File: src/rtl/unsigned_seq_div_rs_if.sv
// unsigned_seq_div_rs_if -- operand/result bundle for the sequential divider.
//   load      : start request (master -> slave)
//   a, b      : 12-bit dividend, 6-bit divisor (master -> slave)
//   quotient  : 6-bit registered quotient (slave -> master)
//   remainder : 6-bit registered remainder (slave -> master)
//   busy      : divider is stepping
//   done      : result available, held until the next accepted load
//   err       : divide-by-zero / quotient overflow (only with SEQ_DIV_ERR_CHECK_EN)
interface unsigned_seq_div_rs_if;
   logic        load;
   logic [11:0] a;
   logic [5:0]  b;
   logic [5:0]  quotient;
   logic [5:0]  remainder;
   logic        busy;
   logic        done;
   logic        err;

   modport master (output load, a, b,
                   input  quotient, remainder, busy, done, err);
   modport slave  (input  load, a, b,
                   output quotient, remainder, busy, done, err);
endinterface

File: src/rtl/unsigned_seq_div_rs.sv
// unsigned_seq_div_rs -- 12/6 unsigned restoring divider, one step per clock.
//   clk : rising-edge clock
//   rst : synchronous active-low reset
//   bus : unsigned_seq_div_rs_if.slave (load, a, b in; quotient, remainder,
//         busy, done, err out)
// A load accepted in IDLE or DONE latches the operands; six restoring steps
// follow, and the result registers update only on the last step.
// Optional macro SEQ_DIV_ERR_CHECK_EN: loads with b==0 or a[11:6]>=b skip the
// steps and finish immediately with err=1, quotient=6'h3F, remainder=0.
// Without it err is tied low and every load runs the full six steps.
module unsigned_seq_div_rs (
   input  logic                 clk,
   input  logic                 rst,
   unsigned_seq_div_rs_if.slave bus
);
   typedef enum logic [1:0] {IDLE, RUN, DONE} state_t;

   state_t     state, state_nx;
   logic [6:0] p;
   logic [5:0] q, d;
   logic [2:0] cnt;
   logic [5:0] quo_r, rem_r;
   logic       accept, last, bad;
   logic [6:0] p_sh, p_nx;
   logic [5:0] q_sh, q_nx;
   logic [7:0] t;

   assign accept = bus.load && (state != RUN);
   assign last   = (cnt == 3'd5);

`ifdef SEQ_DIV_ERR_CHECK_EN
   logic err_r;
   // Quotient fits in 6 bits only when the upper dividend half is below b.
   assign bad     = (bus.b == 6'd0) || (bus.a[11:6] >= bus.b);
   assign bus.err = err_r;
`else
   assign bad     = 1'b0;
   assign bus.err = 1'b0;
`endif

   // One restoring step. P[6] is always 0 entering a step (P < D), so the
   // shifted partial remainder fits in 7 bits.
   always_comb begin
      p_sh = {p[5:0], q[5]};
      q_sh = {q[4:0], 1'b0};
      t    = {1'b0, p_sh} - {2'b00, d};
      p_nx = p_sh;
      q_nx = q_sh;
      if (!t[7]) begin
         p_nx    = t[6:0];
         q_nx[0] = 1'b1;
      end
   end

   always_ff @(posedge clk) begin
      if (!rst) state <= IDLE;
      else      state <= state_nx;
   end

   always_comb begin
      state_nx = state;
      case (state)
         IDLE, DONE: if (bus.load) state_nx = bad ? DONE : RUN;
         RUN:        if (last)     state_nx = DONE;
         default:                  state_nx = IDLE;
      endcase
   end

   always_ff @(posedge clk) begin
      if (!rst) begin
         p     <= '0;
         q     <= '0;
         d     <= '0;
         cnt   <= '0;
         quo_r <= '0;
         rem_r <= '0;
`ifdef SEQ_DIV_ERR_CHECK_EN
         err_r <= 1'b0;
`endif
      end else if (accept) begin
         p   <= {1'b0, bus.a[11:6]};
         q   <= bus.a[5:0];
         d   <= bus.b;
         cnt <= '0;
`ifdef SEQ_DIV_ERR_CHECK_EN
         err_r <= bad;
         if (bad) begin
            quo_r <= 6'h3F;
            rem_r <= 6'h00;
         end
`endif
      end else if (state == RUN) begin
         p   <= p_nx;
         q   <= q_nx;
         cnt <= cnt + 3'd1;
         // Results are published only on the final step so an aborted run
         // never exposes a partial value.
         if (last) begin
            quo_r <= q_nx;
            rem_r <= p_nx[5:0];
         end
      end
   end

   assign bus.quotient  = quo_r;
   assign bus.remainder = rem_r;
   assign bus.busy      = (state == RUN);
   assign bus.done      = (state == DONE);
endmodule
File: src/flat_wrapper.sv
// flat-port wrapper written by rule: the top's interface ports become plain ports
module unsigned_seq_div_rs_flat 
  (clk, rst, bus_load, bus_a, bus_b, bus_quotient, bus_remainder, bus_busy, bus_done, bus_err);
  unsigned_seq_div_rs_if bus_i ();
  input  logic clk;
  input  logic rst;
  input wire logic [$bits(bus_i.load)-1:0] bus_load;
  input wire logic [$bits(bus_i.a)-1:0] bus_a;
  input wire logic [$bits(bus_i.b)-1:0] bus_b;
  output wire logic [$bits(bus_i.quotient)-1:0] bus_quotient;
  output wire logic [$bits(bus_i.remainder)-1:0] bus_remainder;
  output wire logic [$bits(bus_i.busy)-1:0] bus_busy;
  output wire logic [$bits(bus_i.done)-1:0] bus_done;
  output wire logic [$bits(bus_i.err)-1:0] bus_err;
  assign bus_i.load = bus_load;
  assign bus_i.a = bus_a;
  assign bus_i.b = bus_b;
  assign bus_quotient = bus_i.quotient;
  assign bus_remainder = bus_i.remainder;
  assign bus_busy = bus_i.busy;
  assign bus_done = bus_i.done;
  assign bus_err = bus_i.err;
  unsigned_seq_div_rs u_core (.clk(clk), .rst(rst), .bus(bus_i));
endmodule
File: config.mk
export PLATFORM = sky130hd
export DESIGN_NAME = unsigned_seq_div_rs_flat
export DESIGN_NICKNAME = d
export VERILOG_FILES = /design/src/rtl/unsigned_seq_div_rs_if.sv /design/src/rtl/unsigned_seq_div_rs.sv /design/src/flat_wrapper.sv
export SDC_FILE = /design/constraint.sdc
export NUM_CORES = 1
export LEC_CHECK = 0
export ABC_AREA = 0
export BUFFER_PORTS_ARGS = -buffer_cell sky130_fd_sc_hd__buf_4
export CORE_UTILIZATION = 49
export CTS_CLUSTER_DIAMETER = 150
export CTS_CLUSTER_SIZE = 30
export DETAILED_ROUTE_END_ITERATION = 8
export MAX_ROUTING_LAYER = met4
export PLACE_DENSITY = 0.86
export SETUP_SLACK_MARGIN = 0.05
export SYNTH_ARGS = -nofsm -noshare
export SYNTH_HDL_FRONTEND = slang
export SYNTH_SLANG_ARGS = --single-unit
export TNS_END_PERCENT = 1
File: constraint.sdc
create_clock -name clk -period 1.95 [get_ports clk]
set_clock_uncertainty 0.05 [all_clocks]
set_input_delay 0.2925 -clock clk [delete_from_list [all_inputs] [get_ports clk]]
set_output_delay 0.2925 -clock clk [all_outputs]
set_load 0.03 [all_outputs]
==> results of run 1 <==
==> where the power goes <==
group / total (mW) / leakage, nW / switching [mW] / internal [mW]
Combinational: 0.545 / 0.587 / 0.289 / 0.256
Sequential: 0.792 / 0.287 / 0.0361 / 0.755
Clock: 0.584 / 0.0505 / 0.263 / 0.321
==> stage by stage <==
step           instance area (sq um)  power, mW  hold WS, ns
2_1_floorplan                   1841      1.152       0.3863
3_3_place_gp                    2096      1.231       0.3972
3_5_place_dp                    2096      1.243       0.3978
4_1_cts                         2257      1.879       0.2118
5_1_grt                         2285      2.012       0.2135
6_report                        2285      1.921       0.2149
==> layout by cell type, fill, tap and decap left out, types with 2 or more instances in the layout <==
| cell | Yosys | routed |
|---|---|---|
| nand4_1 | 4 | 4 |
| dfxtp_1 | 35 | 32 |
| a21oi_1 | 21 | 20 |
| ha_1 | 8 | 5 |
| a31oi_1 | 3 | 3 |
| o211ai_1 | 3 | 3 |
| mux2i_1 | 8 | 6 |
| nand3_1 | 14 | 14 |
| o21ai_0 | 8 | 8 |
| buf_4 | 2 | 42 |
| o221ai_1 | 2 | 2 |
| mux2_2 | 3 | 3 |
| nand2_1 | 23 | 23 |
| nor2b_1 | 5 | 4 |
| a211oi_2 | 2 | 4 |
| or3_1 | 2 | 2 |
| inv_2 | 0 | 2 |
| inv_1 | 11 | 9 |
| clkbuf_8 | 1 | 7 |
| nand2b_1 | 2 | 2 |
| nor2_1 | 18 | 18 |
| ha_2 | 0 | 2 |
| a211oi_1 | 9 | 7 |
| dfxtp_2 | 0 | 3 |
==> Yosys cell counts, types with 3 or more instances <==
library cell / count / area, sq um
ha_1: 8 / 100.1
o21ai_0: 8 / 40.04
nor2_1: 18 / 67.56
mux2_2: 3 / 33.78
mux2i_1: 8 / 80.08
buf_6: 3 / 33.78
nand4_1: 4 / 25.02
nand3_1: 14 / 70.07
a211oi_1: 9 / 67.56
inv_1: 11 / 41.29
a21oi_1: 21 / 105.1
a31oi_1: 3 / 18.77
clkbuf_1: 6 / 22.52
buf_2: 5 / 25.02
nor2b_1: 5 / 31.28
nand2_1: 23 / 86.33
o211ai_1: 3 / 22.52
dfxtp_1: 35 / 700.7
==> cell type report <==
| class | instances | share of cell area, % |
|---|---|---|
| inverter | 13 | 2.464 |
| clock buffer | 7 | 4.217 |
| sequential | 35 | 30.83 |
| clock inverter | 1 | 0.3286 |
| timing repair buffer | 42 | 13.80 |
| multi-input combinational | 152 | 45.84 |
| tap | 46 | 2.519 |
==> worst register-to-register path: stages, from the launching register on <==
cell      delay, ns
dfxtp_1        0.38
ha_4           0.17
inv_2          0.04
fa_2           0.35
a21o_2         0.21
a21oi_2        0.17
xnor2_2        0.15
mux2i_4        0.11
a211oi_2       0.20
==> sequential cells by signal, indices dropped and copies added (netlist names) <==
signal	flops
u_core.state	2
u_core.bus.quotient	6
u_core.bus.remainder	6
u_core.d	6
u_core.p	6
u_core.q	6
u_core.cnt	3
==> how the worst max path moves through the flow <==
stage,end,slack (ns),cells past startpoint
after floorplan,u_core.bus.remainder[4],0.11,9
after global placement,u_core.bus.remainder[4],0.05,9
after detailed placement,u_core.bus.remainder[4],-0.04,9
after CTS,u_core.p[4],0.05,8
after global routing,u_core.p[4],-0.05,9
final,u_core.p[4],0.05,8
==> what timing repair did <==
| item | 4_1_cts | 5_1_grt |
|---|---|---|
| hold endpoints to repair | 0 | 0 |
| pin swaps | 5 | 1 |
| hold buffers | 0 | 0 |
| gates resized for setup | 13 | 7 |
| setup buffers | 1 | 0 |
| endpoints found under the setup margin | 9 | 11 |
==> routing by layer <==
| metal | up-vias | part of all wire (%) | track usage [%] |
|---|---|---|---|
| met2 | 43 | 50 | 40.46 |
| met5 | - | 0 | - |
| li1 | 818 | - | - |
| met4 | 0 | 2.2 | 11.08 |
| met3 | 9 | 4.5 | 4.891 |
| met1 | 772 | 44 | 25.70 |
==> kinds of logic (layout without fill, tap and decap cells) <==
family                   Yosys count  after routing  synth area share, %
multiplexers                      11             11                6.186
flip-flops                        35             35                38.07
adder cells (fa/ha/maj)            9              9                6.526
buffers and inverters             30             63                9.040
AO/OA/AOI/OAI                     56             56                20.46
XOR/XNOR                           2              2               0.9519
other                              1              1               0.2037
AND/OR/NAND/NOR                   73             73                18.56
==> summary.txt, run 1 <==
Placed instance count -> 287
Max-Cap Viols -> 0
Via count of the first global-routing pass -> 1566
RSZ-0062 raised after global routing -> true
Core ar. -> 0.003468 sq mm
Worst R2R End -> u_core.p[4]
Pwr dens -> 840.7 mW/mm^2
Worst-path fanout max -> 2
Initial Util -> 53.07%
Synthesized flop and latch total -> 35
CP startpoint kind -> register
Fillers -> 295
Reg clk slew, reported paths -> 0.07 ns
Final Hold Fails -> 0
Initial antenna violation count -> 0
Setup violations, final -> 0
Seq/Total Area, Yosys -> 38.07%
Maximum vdd drop -> 471.5 uV
Crit-path cells -> ha_4 > inv_2 > fa_2 > a21o_2 > a21oi_2 > xnor2_2 > mux2i_4 > a211oi_2
IO Pins -> 36
# diodes -> 0
Status -> finished, final reports clean
Worst Hold Class -> in2reg
DR iter-0 viols -> 109
Footprint of the multi-input gates -> 0.001047 sq mm
Synthesized area -> 0.001841 sq mm
Average wire per standard cell -> 14.55 microns
# nets final -> 279
Die H -> 63.29 microns
Setup CP Type -> reg2reg
Hold Crit Depth -> 3
Post-synth top flop -> dfxtp_1
CTS max path bufs -> 2
CP endpoint kind -> register
H-tree depth -> 2
DR pass1 iterations -> 6
CP arrival -> 2.05 ns
Min-Delay Endpoint -> u_core.d[2]
Util after Layout -> 65.87%
Ys async rst share -> 0%
Die Wd -> 63.29 microns
Vias per Instance -> 5.547
FF-to-FF setup slack -> 0.05 ns
Period utilization -> 97.50%
Static leakage -> 0.9251 nW
Final WL -> 4.308 mm
Avg Synthesized Cell Area -> 8.482 sq um
FP Rows -> 21
Reg2Reg Depth -> 8
Setup crit start -> u_core.d[0]
Area Growth Syn to Fin -> 24.13%
DRC viols -> 0
Max-slew violation count -> 0
Fmax -> 0.5260 GHz
Post-route setup slack -> 0.04874 ns
Warnings, synthesis -> 0
FF+latch area -> 704.4 sq um
Setup tns final -> 0 ns
GRT Resource Usage Total -> 23.48%
CTS root buffer -> clkbuf_8
ANT nets after route -> 0
Total gr overflow -> 0
Die ar. -> 0.004005 sq mm
Worst reg2reg path startpoint -> u_core.d[0]
Post-synthesis net count -> 247
CTS buffer count -> 5
Count of different cell masters after synthesis -> 43
Worst-Skew Late Latency -> 0.28 ns
CP delay by family, top -> compound AO/OA/AOI/OAI gates
CTS tree -> yes
Post-Syn Instances -> 217
Number of flops mapped to enable cells by yosys -> 0
Tmin final -> 1.901 ns
Largest net degree at the start of global routing -> 27
Crit-path slowest cell -> dfxtp_1
Number of port buffers -> 34
First-pass GRT wire length -> 7.113 mm
Non-Filler Instances -> 296
Sink Count -> 35
GPL Wtd Cong -> 0.8465
Ratio of cells with drive above 1 in the final layout -> 30.80%
HP Start -> bus_b[2]
Setup Slack @ Placement -> -0.03871 ns
Via count -> 1642
Hpwl dp -> 2.712 mm
WP buf/inv -> 1
Max incr delay on CP -> 0.38 ns
Worst EP required -> 2.10 ns
Power figures use the tool's default switching activity.
==> run 2, diff against run 1 <==
==> constraint.sdc (replaced) <==
create_clock -name clk -period 1.95 [get_ports clk]
set_clock_uncertainty 0.05 [all_clocks]
set_input_delay 0.0975 -clock clk [delete_from_list [all_inputs] [get_ports clk]]
set_output_delay 0.0975 -clock clk [all_outputs]
set_load 0.03 [all_outputs]
==> summary.txt, run 2 (synthesis results as in run 1) <==
First-pass GRT wire length -> 6.796 mm
ANT nets after route -> 0
CP delay by family, top -> compound AO/OA/AOI/OAI gates
Die ar. -> 0.004005 sq mm
Tmin final -> 1.877 ns
Period utilization -> 96.25%
Core ar. -> 0.003468 sq mm
Number of port buffers -> 34
Setup CP Type -> reg2reg
CP startpoint kind -> register
RSZ-0062 raised after global routing -> true
Setup tns final -> 0 ns
Non-Filler Instances -> 296
GPL Wtd Cong -> 0.8569
DR iter-0 viols -> 101
CTS max path bufs -> 2
Worst-path fanout max -> 3
Via count of the first global-routing pass -> 1485
CP endpoint kind -> register
Setup Slack @ Placement -> -0.008529 ns
CTS tree -> yes
Pwr dens -> 798.8 mW/mm^2
Initial Util -> 53.07%
Total gr overflow -> 0
Die Wd -> 63.29 microns
Worst-Skew Late Latency -> 0.29 ns
Status -> finished, final reports clean
# diodes -> 0
Final WL -> 4.148 mm
Largest net degree at the start of global routing -> 27
Worst Hold Class -> in2reg
WP buf/inv -> 2
CP arrival -> 2.04 ns
GRT Resource Usage Total -> 22.81%
H-tree depth -> 2
Via count -> 1640
Area Growth Syn to Fin -> 24.61%
Reg clk slew, reported paths -> 0.07 ns
Max-Cap Viols -> 0
Most frequent cells in the layout -> buf_4, dfxtp_1, nand2_1, a21oi_1, nor2_1
Post-route setup slack -> 0.07313 ns
Final Hold Fails -> 0
Ratio of cells with drive above 1 in the final layout -> 32.00%
Hold WS -> 0.01020 ns
Maximum vdd drop -> 497.2 uV
Setup violations, final -> 0
# nets final -> 279
Average wire per standard cell -> 14.01 microns
Sink Count -> 35
CTS root buffer -> clkbuf_8
Cell depth of the worst setup path -> 8
Commonest non-fill, non-tap cell in the layout -> buf_4
Vias per Instance -> 5.541
Hpwl dp -> 2.812 mm
Max-slew violation count -> 0
Worst EP required -> 2.12 ns
Static leakage -> 0.9161 nW
Max incr delay on CP -> 0.34 ns
Initial antenna violation count -> 0
DRC viols -> 0
Fmax -> 0.5328 GHz
Die H -> 63.29 microns
Placed instance count -> 287
FP Rows -> 21
DR pass1 iterations -> 4
IO Pins -> 36
Crit-path slowest cell -> dfxtp_2
CTS buffer count -> 5
Crit-path cells -> inv_1 > ha_4 > o21a_4 > o31ai_4 > buf_4 > or3b_1 > a31o_1 > a31oi_1
Hold Crit Depth -> 3
Reg2Reg Depth -> 8
## run 2: cell count changes in the layout (fill, tap and decap cells not counted), moves of 2 or more
cell	change
clkbuf_8	-2
dfxtp_1	-3
dfxtp_2	+3
ha_1	-3
ha_4	+3
## run 2: worst register-to-register path: stages, from the launching register on
cell and delay, ns:
dfxtp_2 0.34, inv_1 0.06, ha_4 0.29, o21a_4 0.13, o31ai_4 0.07, buf_4 0.14
or3b_1 0.34, a31o_1 0.23, a31oi_1 0.16
## run 2: per-layer routing
layer	routed length, microns	share of wire [%]	global-route usage (%)	up-vias
li1	-	-	-	821
met1	1817	44	26.37	752
met2	2010	48	35.48	55
met3	197	4.7	7.065	12
met4	123	3.0	11.65	0
met5	0	0	-	-
## run 2: stage by stage
stage                     util [%]  area [sq um]  power (mW)
after floorplan                  -          1841       1.152
after global placement       60.43          2096       1.231
after detailed placement     60.43          2096       1.243
after CTS                    64.50          2237       1.788
after global routing         66.13          2293       1.934
final                        66.13          2293       1.832
## run 2: repair_timing
action                                 CTS  global route
pin swaps                                3             6
hold buffers                             0             0
setup buffers                            1             0
endpoints found under the hold margin    0             0
setup endpoints to repair                7            11
resized for setup                        9            16
cloned                                   0             0
## run 2: final cells by class
class | instances | area, sq um
Timing Repair Buffer | 42 | 315.3
Tap cell | 46 | 57.56
Multi-Input combinational cell | 152 | 1071
Sequential cell | 35 | 708.2
Inverter | 13 | 56.30
Clock buffer | 6 | 72.57
Fill cell | 287 | 1175
Clock inverter | 2 | 12.51
## run 2: final timing paths
| kind | from | to | slack (ns) |
|---|---|---|---|
| max | u_core.d[3] | u_core.p[5] | 0.07 |
| min | bus_b[2] | u_core.d[2] | 0.01 |
| max reg2reg | u_core.d[3] | u_core.p[5] | 0.07 |
| min reg2reg | u_core.bus.quotient[1] | u_core.bus.quotient[1] | 0.41 |
## run 2: where the power goes
| group | total [mW] | internal, mW | switching, mW | leakage [nW] |
|---|---|---|---|---|
| Sequential | 0.794 | 0.756 | 0.0380 | 0.288 |
| Clock | 0.508 | 0.249 | 0.258 | 0.0412 |
| Combinational | 0.530 | 0.253 | 0.277 | 0.586 |
==> run 3, diff against run 2 <==
- CORE_UTILIZATION: 49 -> 54
- PLACE_DENSITY: 0.86 -> 0.89
- SLEW_MARGIN: not set -> 20
- clock period: 1.95 -> 1.9 ns (I/O delays scaled with it)
==> summary.txt, run 3 (synthesis results as in run 1) <==
IO Pins -> 36
Average wire per standard cell -> 15.19 microns
Maximum vdd drop -> 456.0 uV
FF+latch area -> 709.4 sq um
Worst-path fanout max -> 2
Period utilization -> 100.6%
# nets final -> 289
Max-slew violation count -> 0
Status -> complete, but fails checks
Hpwl dp -> 2.886 mm
H-tree depth -> 2
DR pass1 iterations -> 4
Setup crit start -> u_core.q[5]
Setup violations, final -> 1
FP Rows -> 20
Worst Hold Class -> in2reg
Commonest non-fill, non-tap cell in the layout -> buf_4
Worst EP required -> 2.12 ns
Area Growth Syn to Fin -> 31.68%
Ratio of cells with drive above 1 in the final layout -> 33.98%
Worst reg2reg path startpoint -> u_core.q[5]
CP startpoint kind -> register
Fillers -> 224
First-pass GRT wire length -> 7.120 mm
Crit-path slowest cell -> dfxtp_2
Power Total -> 1.892 mW
Tmin final -> 1.911 ns
Footprint of the multi-input gates -> 0.001126 sq mm
Post-route setup slack -> -0.01106 ns
Initial antenna violation count -> 0
Initial Util -> 58.37%
Worst R2R End -> u_core.bus.remainder[4]
Most frequent cells in the layout -> buf_4, dfxtp_1, nand2_1, a21oi_1, nor2_1
Die Wd -> 60.38 microns
Hold Crit Depth -> 3
Static leakage -> 0.9688 nW
Crit-path cells -> inv_2 > ha_4 > inv_1 > fa_2 > a21o_2 > a21oi_4 > xnor2_2 > mux2i_4 > a211oi_1
Reg clk slew, reported paths -> 0.11 ns
Setup CP Type -> reg2reg
Sink Count -> 35
CTS tree -> yes
Hold WS -> 0.02825 ns
Total gr overflow -> 0
DR iter-0 viols -> 51
Fmax -> 0.5233 GHz
Final WL -> 4.604 mm
Worst-Skew Late Latency -> 0.34 ns
Cell depth of the worst setup path -> 9
CTS buffer count -> 5
Die H -> 60.38 microns
CTS root buffer -> clkbuf_4
FF-to-FF setup slack -> -0.01 ns
Min-Delay Endpoint -> u_core.p[2]
CP arrival -> 2.13 ns
DRC viols -> 0
GRT Resource Usage Total -> 27.57%
# diodes -> 0
Pwr dens -> 780.5 mW/mm^2
Setup Slack @ Placement -> -0.06003 ns
CP delay by family, top -> compound AO/OA/AOI/OAI gates
Die ar. -> 0.003646 sq mm
WP buf/inv -> 2
Final Hold Fails -> 0
Via count of the first global-routing pass -> 1571
Reg2Reg Depth -> 9
Via count -> 1699
ANT nets after route -> 0
Max incr delay on CP -> 0.34 ns
Max-Cap Viols -> 0
RSZ-0062 raised after global routing -> true
Vias per Instance -> 5.607
Number of port buffers -> 34
Core ar. -> 0.003153 sq mm
HP Start -> bus_a[8]
GPL Wtd Cong -> 0.8366
Largest net degree at the start of global routing -> 27
Failing checks -> setup timing
CP endpoint kind -> register
CTS max path bufs -> 2
==> run 3: cell types whose count changed in the layout (fill, tap and decap cells not counted), moves of 2 or more <==
cell,before,now
clkbuf_4,0,5
clkbuf_8,5,1
buf_4,42,45
ha_4,4,6
o221ai_2,0,2
ha_2,2,0
dlygate4sd3_1,0,6
o221ai_1,2,0
==> run 3: area by class of cell <==
cell class	count	area share [%]
clock inverter	1	0.2065
inverter	13	2.426
multi-input combinational	152	46.46
clock buffer	6	2.117
sequential	35	29.27
tap	44	2.272
timing repair buffer	52	17.24
==> run 3: worst reg2reg max path, delay by kind of cell, from the launching register on <==
family / cells / cell delay [ns]
AOI/OAI and AO/OA: 3 / 0.59
buffers and inverters: 2 / 0.12
adders and majority gates: 2 / 0.46
DFF: 1 / 0.34
muxes: 1 / 0.11
xor gates and xnor gates: 1 / 0.16
==> run 3: what timing repair did <==
item,in CTS,in global routing
hold buffers,6,0
gates resized for setup,15,19
endpoints found under the setup margin,14,14
buffers inserted,1,0
endpoints found under the hold margin,6,0
pin swaps,5,5
==> run 3: report_power, final <==
part           total, mW  switching, mW  internal [mW]
registers          0.819         0.0428          0.777
clock network      0.419          0.248          0.171
logic              0.653          0.326          0.327
==> run 3: how the worst max path moves through the flow <==
stage                                    to  slack, ns
CTS                             u_core.p[0]       0.05
global placement    u_core.bus.remainder[1]       0.04
global route        u_core.bus.remainder[4]      -0.09
detailed placement              u_core.p[4]      -0.06
floorplan           u_core.bus.remainder[4]       0.06
finish              u_core.bus.remainder[4]      -0.01
==> run 3: metal layers <==
metal / GRT usage [%] / routed length (microns) / vias up
met5: - / 0 / -
met4: 13.29 / 112 / 0
met3: 5.544 / 231 / 14
met2: 46.47 / 2333 / 51
met1: 30.99 / 1926 / 793
li1: - / - / 841
==> run 3: metrics by stage <==
stage	utilization [%]	cells	setup TNS, ns	instance area, sq um
floorplan	-	217	0	1841
global placement	67.74	289	0	2136
detailed placement	67.74	289	-0.2523	2136
CTS	73.81	303	0	2327
global route	76.87	303	-0.1545	2424
finish	76.87	303	-0.01106	2424
